$ cat src/rtl/frv_rvfi_trace.sv
// RVFI retirement trace generator: buffers execute-side operand records and
// merges each with its writeback result into one registered RVFI record.
module frv_rvfi_trace #(
  parameter int ORDER_W = 64
) (
  input  logic               g_clk,
  input  logic               g_resetn,
  input  logic               ex_valid,
  output logic               ex_ready,
  input  logic [31:0]        ex_insn,
  input  logic [31:0]        ex_pc,
  input  logic [4:0]         ex_rs1_addr,
  input  logic [4:0]         ex_rs2_addr,
  input  logic [4:0]         ex_rs3_addr,
  input  logic [31:0]        ex_rs1_rdata,
  input  logic [31:0]        ex_rs2_rdata,
  input  logic [31:0]        ex_rs3_rdata,
  input  logic               wb_valid,
  input  logic               wb_trap,
  input  logic [4:0]         wb_rd_addr,
  input  logic [31:0]        wb_rd_wdata,
  input  logic [31:0]        wb_rd_wdatahi,
  input  logic               wb_rd_wide,
  input  logic [31:0]        wb_pc_wdata,
  input  logic [31:0]        wb_mem_addr,
  input  logic [31:0]        wb_mem_rdata,
  input  logic [31:0]        wb_mem_wdata,
  input  logic [3:0]         wb_mem_rmask,
  input  logic [3:0]         wb_mem_wmask,
  input  logic               flush,
  output logic               rvfi_valid,
  output logic [ORDER_W-1:0] rvfi_order,
  output logic [31:0]        rvfi_insn,
  output logic [31:0]        rvfi_pc_rdata,
  output logic [31:0]        rvfi_pc_wdata,
  output logic               rvfi_trap,
  output logic               rvfi_halt,
  output logic               rvfi_intr,
  output logic [4:0]         rvfi_rs1_addr,
  output logic [4:0]         rvfi_rs2_addr,
  output logic [4:0]         rvfi_rs3_addr,
  output logic [31:0]        rvfi_rs1_rdata,
  output logic [31:0]        rvfi_rs2_rdata,
  output logic [31:0]        rvfi_rs3_rdata,
  output logic [4:0]         rvfi_rd_addr,
  output logic [31:0]        rvfi_rd_wdata,
  output logic [31:0]        rvfi_rd_wdatahi,
  output logic               rvfi_rd_wide,
  output logic [31:0]        rvfi_mem_addr,
  output logic [31:0]        rvfi_mem_rdata,
  output logic [31:0]        rvfi_mem_wdata,
  output logic [3:0]         rvfi_mem_rmask,
  output logic [3:0]         rvfi_mem_wmask,
  output logic               trace_err
);

  logic [1:0]         count;
  logic               wr_ptr;
  logic               rd_ptr;
  logic [ORDER_W-1:0] order_cnt;
  logic               push;
  logic               pop;
  logic               rd_keep;
  logic               data_keep;
  logic               hi_keep;

  logic [31:0] buf_insn     [2];
  logic [31:0] buf_pc       [2];
  logic [4:0]  buf_rs1_addr [2];
  logic [4:0]  buf_rs2_addr [2];
  logic [4:0]  buf_rs3_addr [2];
  logic [31:0] buf_rs1_rdata[2];
  logic [31:0] buf_rs2_rdata[2];
  logic [31:0] buf_rs3_rdata[2];

  assign ex_ready  = (count != 2'd2);
  assign push      = ex_valid && ex_ready && !flush;
  assign pop       = wb_valid && (count != 2'd0);
  assign rvfi_halt = 1'b0;
  assign rvfi_intr = 1'b0;

  // A trap suppresses all destination effects; x0 never carries write data.
  assign rd_keep   = !wb_trap;
  assign data_keep = rd_keep && (wb_rd_addr != 5'd0);
  assign hi_keep   = data_keep && wb_rd_wide;

  always_ff @(posedge g_clk) begin
    if (push) begin
      buf_insn[wr_ptr]      <= ex_insn;
      buf_pc[wr_ptr]        <= ex_pc;
      buf_rs1_addr[wr_ptr]  <= ex_rs1_addr;
      buf_rs2_addr[wr_ptr]  <= ex_rs2_addr;
      buf_rs3_addr[wr_ptr]  <= ex_rs3_addr;
      buf_rs1_rdata[wr_ptr] <= ex_rs1_rdata;
      buf_rs2_rdata[wr_ptr] <= ex_rs2_rdata;
      buf_rs3_rdata[wr_ptr] <= ex_rs3_rdata;
    end
  end

  always_ff @(posedge g_clk) begin
    if (!g_resetn) begin
      count     <= 2'd0;
      wr_ptr    <= 1'b0;
      rd_ptr    <= 1'b0;
      trace_err <= 1'b0;
    end else begin
      if (flush) begin
        count  <= 2'd0;
        wr_ptr <= 1'b0;
        rd_ptr <= 1'b0;
      end else begin
        if (push) wr_ptr <= ~wr_ptr;
        if (pop)  rd_ptr <= ~rd_ptr;
        case ({push, pop})
          2'b10:   count <= count + 2'd1;
          2'b01:   count <= count - 2'd1;
          default: count <= count;
        endcase
      end
      if (wb_valid && (count == 2'd0)) trace_err <= 1'b1;
    end
  end

  // The oldest entry retires even in a flush cycle; the flush only drops the rest.
  always_ff @(posedge g_clk) begin
    if (!g_resetn) begin
      rvfi_valid      <= 1'b0;
      rvfi_order      <= '0;
      order_cnt       <= '0;
      rvfi_insn       <= '0;
      rvfi_pc_rdata   <= '0;
      rvfi_pc_wdata   <= '0;
      rvfi_trap       <= 1'b0;
      rvfi_rs1_addr   <= '0;
      rvfi_rs2_addr   <= '0;
      rvfi_rs3_addr   <= '0;
      rvfi_rs1_rdata  <= '0;
      rvfi_rs2_rdata  <= '0;
      rvfi_rs3_rdata  <= '0;
      rvfi_rd_addr    <= '0;
      rvfi_rd_wdata   <= '0;
      rvfi_rd_wdatahi <= '0;
      rvfi_rd_wide    <= 1'b0;
      rvfi_mem_addr   <= '0;
      rvfi_mem_rdata  <= '0;
      rvfi_mem_wdata  <= '0;
      rvfi_mem_rmask  <= '0;
      rvfi_mem_wmask  <= '0;
    end else begin
      rvfi_valid <= pop;
      if (pop) begin
        rvfi_order      <= order_cnt;
        order_cnt       <= order_cnt + ORDER_W'(1);
        rvfi_insn       <= buf_insn[rd_ptr];
        rvfi_pc_rdata   <= buf_pc[rd_ptr];
        rvfi_pc_wdata   <= wb_pc_wdata;
        rvfi_trap       <= wb_trap;
        rvfi_rs1_addr   <= buf_rs1_addr[rd_ptr];
        rvfi_rs2_addr   <= buf_rs2_addr[rd_ptr];
        rvfi_rs3_addr   <= buf_rs3_addr[rd_ptr];
        rvfi_rs1_rdata  <= buf_rs1_rdata[rd_ptr];
        rvfi_rs2_rdata  <= buf_rs2_rdata[rd_ptr];
        rvfi_rs3_rdata  <= buf_rs3_rdata[rd_ptr];
        rvfi_rd_addr    <= rd_keep   ? wb_rd_addr    : 5'd0;
        rvfi_rd_wdata   <= data_keep ? wb_rd_wdata   : 32'd0;
        rvfi_rd_wdatahi <= hi_keep   ? wb_rd_wdatahi : 32'd0;
        rvfi_rd_wide    <= rd_keep && wb_rd_wide;
        rvfi_mem_addr   <= wb_mem_addr;
        rvfi_mem_rdata  <= wb_mem_rdata;
        rvfi_mem_wdata  <= wb_mem_wdata;
        rvfi_mem_rmask  <= rd_keep ? wb_mem_rmask : 4'd0;
        rvfi_mem_wmask  <= rd_keep ? wb_mem_wmask : 4'd0;
      end
    end
  end

endmodule

$ cat config.mk
export PLATFORM = sky130hd
export DESIGN_NAME = frv_rvfi_trace
export DESIGN_NICKNAME = d
export VERILOG_FILES = /design/src/rtl/frv_rvfi_trace.sv
export SDC_FILE = /design/constraint.sdc
export NUM_CORES = 1
export LEC_CHECK = 0
export CAP_MARGIN = 20
export CORE_AREA = 2 2 331 333
export DETAILED_ROUTE_END_ITERATION = 10
export DIE_AREA = 0 0 333 335
export GPL_TIMING_DRIVEN = 0
export SYNTH_ARGS = -nofsm -noshare
export SYNTH_HDL_FRONTEND = slang
export SYNTH_SLANG_ARGS = --single-unit
$ cat constraint.sdc
create_clock -name g_clk -period 15.9 [get_ports g_clk]
set_input_delay 1.59 -clock g_clk [delete_from_list [all_inputs] [get_ports g_clk]]
set_output_delay 1.59 -clock g_clk [all_outputs]
set_load 0.02 [all_outputs]
==> impl_metrics.csv <==
group,metric,value,unit
clock_tree,clockRootBuffer,"clkbuf_16",
sta,setup_ws,10.79,ns
finish,multi_input_area,8851,µm²
sta,worst_pin_slew,1.072,ns
place,postPlaceCellArea,41030,µm²
finish,n_fill_cell,10369,
finish,final_cell_area,44190,µm²
clock_tree,insertion_delay,0.68,ns
routing,num_vias,23625,
power_and_ir_drop,peakVddDrop,0.1081,mV
place,hpwl,84050,µm
sta,fin_setup_tns,0,ns
finish,final_nets,3985,
synthesis,syn-cell-area,30450,µm²
routing,met1_length,42450,µm
sta,rsz0062_at_grt,"no",
power_and_ir_drop,p_leak,13.93,nW
clock_tree,cts.reportedPaths.clkPinSlew,0.06,ns
routing,drt.antenna.violating_nets,0,
sta,min_period,5.111,ns
global_routing,grt_max_degree,30,
synthesis,yosys-mux-area-fraction,0.05818,
floorplan,core.rowCount,121,
setup_path,cp_top_family,"buffers and inverters",
routing,drtIter0Drc,1451,
clock_tree,cts_hold_buf,0,
global_routing,grt_antenna_before_repair,40,
routing,drt-pass1-iter-count,5,
clock_tree,cts_tree,"built",
place,post-place-ws,9.887,ns
floorplan,dieWidth,333,µm
sta,fin_crit_sh,0.3214,
routing,wl_met2,52360,µm
routing,drc,0,
power_and_ir_drop,power.density,112.3,nW/µm²
global_routing,grtUsageTotal,0.1890,
routing,routedWlPerCell,21.54,µm
synthesis,synthFlopType,"dfxtp_1",
place,numPlacedInstances,4913,
floorplan,core-area,108100,µm²
synthesis,synthXorXnorAreaFrac,0.01093,
synthesis,yosys.area.top_type_share,0.3451,
setup_path,path_buf_inv,5,
synthesis,syn_area_per_cell,11.53,µm²
setup_path,arrival,5.72,ns
routing,wl,109900,µm
synthesis,synth_top_area_cell,"edfxtp_1",
synthesis,synthAdderAreaFrac,0.0008218,
clock_tree,clock-sinks,866,
setup_path,worstSetupPathType,"in -> reg",
finish,area_growth,45.11,%
clock_tree,h-tree-depth,3,
synthesis,async_flop_share,0,
synthesis,synth_warnings,0,
routing,viasPerCell,4.631,
clock_tree,numCtsBuffers,95,
clock_tree,clockBufferDepth,3,
sta,relSlewSlack,0.2855,
synthesis,synth_edf_count,350,
floorplan,die-height,335,µm
place,portBuffers,835,
worst_hold_path,hp-class,"reg -> reg",
finish,drive_gt1_frac,0.04952,
job,max_cap_viol_count,0,
setup_path,timing.critical_path.mode_cell,"clkbuf_1",
status,status,"finished clean",
routing,wl_met3,12130,µm
setup_path,cp-start-kind,"primary input",
sta,finalSetupViolCount,0,
synthesis,synth-simple-area-share,0.1154,
clock_tree,postCtsSetupBuffers,0,
place,routabilityCongestion,0.8667,
floorplan,die-area,111600,µm²
floorplan,start_util,0.2817,
sta,skew,0.03066,ns
sta,maxSlewViolCount,0,
floorplan,ios,838,
synthesis,synthTopCellsByArea,"edfxtp_1 (35%), dfxtp_1 (34%), mux2i_1 (5.8%), nand2_1 (5.2%), a211oi_1 (4.3%)",
synthesis,ys_types,39,
global_routing,overflow,0,
routing,dr.max_layer_used,"met5",
synthesis,synth_seq_cells,866,
global_routing,grt_pass1_wl,155800,µm
synthesis,synthCells,2640,
setup_path,cp_max_fo,10,
global_routing,grt_pass1_vias,22902,
synthesis,synth_top_family_by_area,"simple AND/OR/NAND/NOR gates",
finish,seq_area,20840,µm²
synthesis,synth-compound-area-share,0.1044,
setup_path,crit_chain,"clkdlybuf4s50_1 > o21ai_2 > inv_1 > clkbuf_1 > clkbuf_1 > clkbuf_1 > ha_1 > or3_1 > a21oi_1",
synthesis,yosysMostFrequentCell,"dfxtp_1",
synthesis,synth-seq-area-share,0.6844,
sta,fmax,0.1957,GHz
setup_path,required,16.51,ns
clock_tree,ctsResizeCount,0,
synthesis,synth_common_cells,"dfxtp_1 (516), nand2_1 (425), edfxtp_1 (350), nor2_1 (286), a21oi_1 (236)",
setup_path,cp-end-kind,"flop",
finish,final_cells,5102,
setup_path,cpPeakStageDelay,0.82,ns
sta,finalHoldViolCount,0,
setup_path,slowest_stage,"clkbuf_1",
## cells by family after synthesis
family,count (synthesis)
DFF,866
and+or+nand+nor,846
muxes,177
AOI/OAI and AO/OA,506
adders and majority gates,2
other,1
buffers and inverters,204
xor gates and xnor gates,38
## worst register-to-register path, delay by kind of cell (launching register included)
kind,cells,cell delay [ns]
fa+ha+maj,1,0.44
buf+inv,5,2.60
simple gates,1,0.35
flops,1,0.30
compound gates,2,0.33
## power by group
part | leakage, nW | total, W | switching (W) | internal [W]
Clock | 1.54 | 0.00221 | 0.000922 | 0.00129
Sequential | 7.38 | 0.00239 | 0.0000217 | 0.00237
Combinational | 5.01 | 0.000358 | 0.000185 | 0.000173
Total | 13.9 | 0.00496 | 0.00113 | 0.00383
## layer usage
metal	GRT usage	up-vias
li1	-	11335
met1	0.2206	11241
met2	0.3149	825
met3	0.08287	182
met4	0.05170	42
met5	0	-
## cell type report
class | count | share of cell area
flip-flops and latches | 866 | 0.4716
multi-input cells | 1571 | 0.2003
repair buffers | 858 | 0.1987
clock buffers | 130 | 0.05949
well taps | 1414 | 0.04004
plain buffers | 192 | 0.01673
clock inverters | 46 | 0.01133
inverters | 12 | 0.001019
diodes | 13 | 0.0007362
## sequential cells by signal, summed over array words and instances (netlist names), 10 cells and up
register         cells
rvfi_mem_rdata      32
order_cnt           64
rvfi_order          64
buf_pc              64
buf_rs1_addr        10
rvfi_mem_addr       32
buf_rs2_addr        10
buf_rs2_rdata       64
rvfi_rs3_rdata      32
rvfi_rd_wdata       32
buf_rs1_rdata       64
buf_rs3_rdata       64
rvfi_pc_rdata       32
rvfi_pc_wdata       32
buf_insn            64
rvfi_insn           32
rvfi_rs1_rdata      32
rvfi_mem_wdata      32
rvfi_rd_wdatahi     32
buf_rs3_addr        10
rvfi_rs2_rdata      32
## path summary, 6_finish.rpt
kind              cells after the start            endpoint  slack [ns]                from
setup / recovery                      9            count[1]       10.79            wb_valid
hold / removal                        2  rvfi_mem_wdata[31]        0.45  rvfi_mem_wdata[31]
setup reg to reg                      9            count[1]       11.80            count[0]
hold reg to reg                       2  rvfi_mem_wdata[31]        0.45  rvfi_mem_wdata[31]
## cell usage in the layout, fill, tap and decap left out, drive strengths merged, types with 8 or more instances in the layout
| cell type | n |
|---|---|
| xnor2 | 24 |
| nand2 | 425 |
| nand3 | 34 |
| a22oi | 64 |
| nor4 | 12 |
| or4 | 17 |
| clkdlybuf4s50 | 835 |
| inv | 17 |
| or3 | 16 |
| o31ai | 14 |
| o21ai | 14 |
| bufinv | 8 |
| dfxtp | 516 |
| edfxtp | 350 |
| a211oi | 175 |
| xor2 | 14 |
| buf | 44 |
| nor2 | 286 |
| mux2i | 177 |
| nand4 | 20 |
| a21oi | 236 |
| clkinv | 31 |
| clkbuf | 301 |
| nor3 | 8 |
| and4 | 8 |
| diode | 13 |
| and3 | 9 |
## per-stage QoR
step,hold WS [ns],power (W),utilization
after floorplan,0.4401,0.002573,-
after global placement,0.4402,0.002797,0.3754
after detailed placement,0.4453,0.002797,0.3795
after CTS,0.4535,0.005017,0.4085
after global routing,0.4651,0.005130,0.4086
final,0.4502,0.004960,0.4088
Note: power is estimated with default switching activity, not from simulation.
